**src/rtl/dispatch_unit.sv**
```systemverilog
// Issue stage: takes one decoded instruction per cycle and drives one unit
// chip select with registered operands; misc ops are held until done or timeout.
module dispatch_unit #(
  parameter int data_size    = 16,
  parameter int opcode_size  = 4,
  parameter int misc_timeout = 255
) (
  input  logic                   clk,
  input  logic                   rst,
  input  logic                   in_valid,
  output logic                   in_ready,
  input  logic [opcode_size-1:0] in_opcode,
  input  logic [data_size-1:0]   in_a,
  input  logic [data_size-1:0]   in_b,
  input  logic                   misc_done,
  output logic                   alu_cs,
  output logic                   comp_cs,
  output logic                   misc_cs,
  output logic                   jmp_cs,
  output logic [data_size-1:0]   op_a,
  output logic [data_size-1:0]   op_b,
  output logic [1:0]             op_func,
  output logic                   misc_err,
  output logic [15:0]            issue_count
);

  localparam int TW = $clog2(misc_timeout + 1);
  localparam logic [TW-1:0] TMO_LAST = TW'(misc_timeout - 1);
  localparam logic [TW-1:0] TMO_ONE  = TW'(1);

  localparam logic [1:0] C_ALU  = 2'd0;
  localparam logic [1:0] C_COMP = 2'd1;
  localparam logic [1:0] C_MISC = 2'd2;
  localparam logic [1:0] C_JMP  = 2'd3;

  typedef enum logic [1:0] {
    S_IDLE,
    S_ISSUE,
    S_MISC
  } state_t;

  state_t               r_state;
  state_t               w_next;
  logic [1:0]           r_cls;
  logic [data_size-1:0] r_a;
  logic [data_size-1:0] r_b;
  logic [1:0]           r_func;
  logic [15:0]          r_cnt;
  logic [TW-1:0]        r_tmo;

  logic [1:0] w_cls;
  logic       w_acc;
  logic       w_tmo;

  assign w_cls = in_opcode[opcode_size-1 -: 2];
  assign w_acc = in_valid & in_ready;

  // done on the last wait cycle takes priority over the abort
  assign w_tmo = (r_state == S_MISC) & ~misc_done
               & (r_tmo == TMO_LAST);

  always_ff @(posedge clk) begin
    if (rst) begin
      r_state <= S_IDLE;
    end else begin
      r_state <= w_next;
    end
  end

  always_comb begin
    w_next = r_state;
    if (w_acc) begin
      w_next = (w_cls == C_MISC) ? S_MISC : S_ISSUE;
    end else begin
      unique case (r_state)
        S_IDLE:  w_next = S_IDLE;
        S_ISSUE: w_next = S_IDLE;
        S_MISC: begin
          if (misc_done | w_tmo) begin
            w_next = S_IDLE;
          end
        end
        default: w_next = S_IDLE;
      endcase
    end
  end

  always_comb begin
    in_ready = 1'b0;
    alu_cs   = 1'b0;
    comp_cs  = 1'b0;
    misc_cs  = 1'b0;
    jmp_cs   = 1'b0;
    misc_err = 1'b0;
    unique case (r_state)
      S_IDLE: begin
        in_ready = 1'b1;
      end
      S_ISSUE: begin
        in_ready = 1'b1;
        unique case (1'b1)
          (r_cls == C_ALU):  alu_cs  = 1'b1;
          (r_cls == C_COMP): comp_cs = 1'b1;
          (r_cls == C_MISC): misc_cs = 1'b1;
          (r_cls == C_JMP):  jmp_cs  = 1'b1;
          default: ;
        endcase
      end
      S_MISC: begin
        in_ready = misc_done;
        misc_cs  = 1'b1;
        misc_err = w_tmo;
      end
      default: ;
    endcase
  end

  always_ff @(posedge clk) begin
    if (rst) begin
      r_cls  <= C_ALU;
      r_a    <= '0;
      r_b    <= '0;
      r_func <= '0;
      r_cnt  <= '0;
      r_tmo  <= '0;
    end else begin
      if (w_acc) begin
        r_cls  <= w_cls;
        r_a    <= in_a;
        r_b    <= in_b;
        r_func <= in_opcode[1:0];
        r_cnt  <= r_cnt + 16'd1;
      end
      if ((r_state == S_MISC) && !w_acc) begin
        r_tmo <= r_tmo + TMO_ONE;
      end else begin
        r_tmo <= '0;
      end
    end
  end

  assign op_a        = r_a;
  assign op_b        = r_b;
  assign op_func     = r_func;
  assign issue_count = r_cnt;

endmodule

```
**config.mk**
```make
export PLATFORM = sky130hd
export DESIGN_NAME = dispatch_unit
export DESIGN_NICKNAME = d
export VERILOG_FILES = /design/src/rtl/dispatch_unit.sv
export SDC_FILE = /design/constraint.sdc
export NUM_CORES = 1
export LEC_CHECK = 0
export ABC_AREA = 1
export CORE_ASPECT_RATIO = 1.5
export CORE_UTILIZATION = 45
export DETAILED_ROUTE_END_ITERATION = 10
export GPL_TIMING_DRIVEN = 0
export HOLD_SLACK_MARGIN = 0.12
export PLACE_DENSITY = 0.87
export SYNTH_ARGS = -nofsm -noshare
export SYNTH_HDL_FRONTEND = slang
export SYNTH_SLANG_ARGS = --single-unit
export TNS_END_PERCENT = 20
```
**constraint.sdc**
```tcl
create_clock -name clk -period 1.8 [get_ports clk]
set_input_delay 0.18 -clock clk [delete_from_list [all_inputs] [get_ports clk]]
set_output_delay 0.18 -clock clk [all_outputs]
set_load 0.05 [all_outputs]
```
==> flow_summary.yaml <==
run_status:
  outcome: "completed"
logic_synthesis:
  synthFlopType: "dfxtp_1"
  ys_seq_area_share_pct: 45.3
  syn_area_um2: 2740
  synth.largest_area_cell: "dfxtp_1"
  yosys_warnings: 0
  syn_nets: 392
  postSynthCellCount: 345
  postSynthAreaPerCell_um2: 7.95
  synth-edff-count: 0
  yosysMostFrequentCell: "nand2_1"
  synth.area.top_cells: "dfxtp_1, nand2_1, a21oi_2"
  ys_types: 28
  async_reset_ff_share_pct: 0
  ys_ff_latch: 62
  synth_commonest_cells: "nand2_1, dfxtp_1, nor2_1"
  synth_top_area_share_pct: 45.3
route:
  drtAntennaViolNets: 0
  drtIter0Drc: 85
  vias_per_cell: 4.85
  routed_wl_um: 6510
  wl_per_cell_um: 12.4
  route.detailed.drc: 0
  drt-pass1-iter-count: 5
  via_count: 2557
floorplan:
  initial_utilization_pct: 47.1
  io_pins: 96
  row_count: 34
  dieArea_um2: 6420
  fp.dieH_um: 97.6
  coreArea_um2: 5830
  fp.dieW_um: 65.7
cts:
  clock_latency_ps: 350
  clkTransAtPathRegs_ps: 70
  clock_path_buffers: 2
  cts_sinks: 62
  cts-htree-levels: 3
  cts_root_buf: "clkbuf_8"
  cts_tree: "yes"
  cts-buffers-inserted: 9
critical_path:
  crit_path_start_kind: "flop"
  critPathSlowestCell: "clkdlybuf4s50_1"
  end_kind: "output port"
  crit_chain: "clkdlybuf4s50_1"
  reg2reg_depth: 9
  path_class: "reg2out"
  required_ps: 1620
  worstReg2RegEnd: "op_b[13]"
  worst_path_largest_cell_delay_ps: 840
  cp.arrival_ps: 1580
  rr_startpoint: "r_state[0]"
  crit_buf_inv: 1
  cp_max_fo: 4
  ff2ff_setup_slack_ps: 150
  cp_top_family: "buffers and inverters"
timing:
  tightest_slew_ps: 680
  hold_viol_final: 0
  min_period_over_period_pct: 97.6
  rsz0062_at_grt: "true"
  post-route-min-period_ps: 1760
  slew_violations: 0
  max_slew_margin_pct: 54.6
  clock_skew_ps: 9.07
  max_freq_ghz: 0.569
  setup_viol: 0
placement:
  post_dp_cell_area_um2: 3770
  gp_congestion: 0.732
  placed_cells: 511
  post-dp-hpwl_um: 4720
  portBuffers: 94
hold_path:
  hold_depth: 2
  hold_path.class: "in2reg"
  hp-start: "rst"
  min_to: "op_b[0]"
grt:
  grt_pass1_vias: 2528
  grt_overflow: 0
  antenna_found_initial: 0
  grt_max_degree: 12
  grt_pass1_wl_um: 11100
  track_usage_pct: 22.6
finish:
  num-fill-cells: 450
  final_nets: 497
  final_util_pct: 68.7
  finalNonFillerCells: 527
  drive_gt1_share_pct: 18.0
  stdcell_area_um2: 4000
  area_delta_synth_final_pct: 45.9
  antenna_cells: 0
job:
  cap_viol_max_count: 0
power_and_ir_drop:
  power_density_nw_per_um2: 875
  ir_drop_uv: 635
  leakage_nw: 1.67
flip-flops by register name, summed over array words and instances (netlist names):
name / cells
op_a: 16
op_func: 2
r_tmo: 8
issue_count: 16
op_b: 16
r_state: 2
r_cls: 2
cell type report:
cell class | count | area [um2] | share of cell area [%]
Multi-Input combinational cell | 243 | 1300 | 32.4
Sequential cell | 62 | 1240 | 31.1
Timing Repair Buffer | 94 | 936 | 23.4
Clock buffer | 11 | 141 | 3.53
Buffer | 15 | 118 | 2.94
Inverter | 25 | 95.1 | 2.38
Tap cell | 72 | 90.1 | 2.25
Clock inverter | 5 | 82.6 | 2.06
power by group:
part	switching, mW	total, mW	internal, mW
registers	0.0365	1.47	1.43
clock network	0.548	1.36	0.817
logic	0.406	0.668	0.262
how the worst max path moves through the flow:
stage / endpoint / slack, ps / cells after the start / start
2_1_floorplan: alu_cs / -60 / 4 / r_state[1]
3_3_place_gp: in_ready / -170 / 4 / misc_done
3_5_place_dp: in_ready / -180 / 4 / misc_done
4_1_cts: alu_cs / 0.7 / 5 / r_state[1]
5_1_grt: in_ready / -6 / 5 / r_state[0]
6_report: issue_count[0] / 40 / 1 / issue_count[0]
what timing repair did:
action | 4_1_cts | 5_1_grt
resized for setup | 31 | 20
endpoints found under the setup margin | 8 | 46
hold buffers | 0 | 0
buffers inserted | 0 | 0
cell usage in the layout, fill, tap and decap left out, types with 2 or more instances in the layout:
cell type / instances
and3_1: 2
nand2_1: 87
inv_1: 24
buf_4: 3
dlymetal6s2s_1: 9
clkbuf_8: 10
nor3_1: 5
nand2_2: 21
nand3_1: 15
o21ai_0: 3
bufinv_16: 2
a21oi_1: 28
buf_12: 2
ha_1: 6
a21oi_2: 20
xor2_1: 4
xnor2_1: 5
clkdlybuf4s50_1: 77
clkbuf_4: 2
clkinvlp_4: 3
dfxtp_1: 61
nor2_1: 35
dlygate4sd2_1: 2
nor2_2: 3
nand4_1: 2
buf_6: 2
buf_2: 6
nor2_4: 2
clkbuf_1: 6
stage by stage:
step           power, mW  setup WS (ps)  setup TNS [ps]  hold WS (ps)
2_1_floorplan       1.92          -64.1            -192           316
3_3_place_gp        2.16           -169            -485           441
3_5_place_dp        2.17           -184            -625           456
4_1_cts             3.53          0.742               0           164
5_1_grt             3.64          -5.74           -8.45           217
6_report            3.50           43.1               0           170
kinds of logic (layout without fill, tap and decap cells):
| kind of cell | count (synthesis) | count (layout) | share of synthesized area [%] |
|---|---|---|---|
| AOI/OAI and AO/OA | 52 | 52 | 12.3 |
| xor gates and xnor gates | 9 | 9 | 2.87 |
| adders and majority gates | 7 | 7 | 3.19 |
| buffers and inverters | 40 | 150 | 7.57 |
| DFF | 62 | 62 | 45.3 |
| and+or+nand+nor | 175 | 175 | 28.8 |
routing by layer:
metal,up-vias,part of all wire [%],GRT usage [%]
met5,-,0,0
met2,79,51,38.1
li1,1302,-,-
met3,15,6.9,8.22
met1,1161,39,24.2
met4,0,2.4,10.7
(Power assumes the default switching activity.)
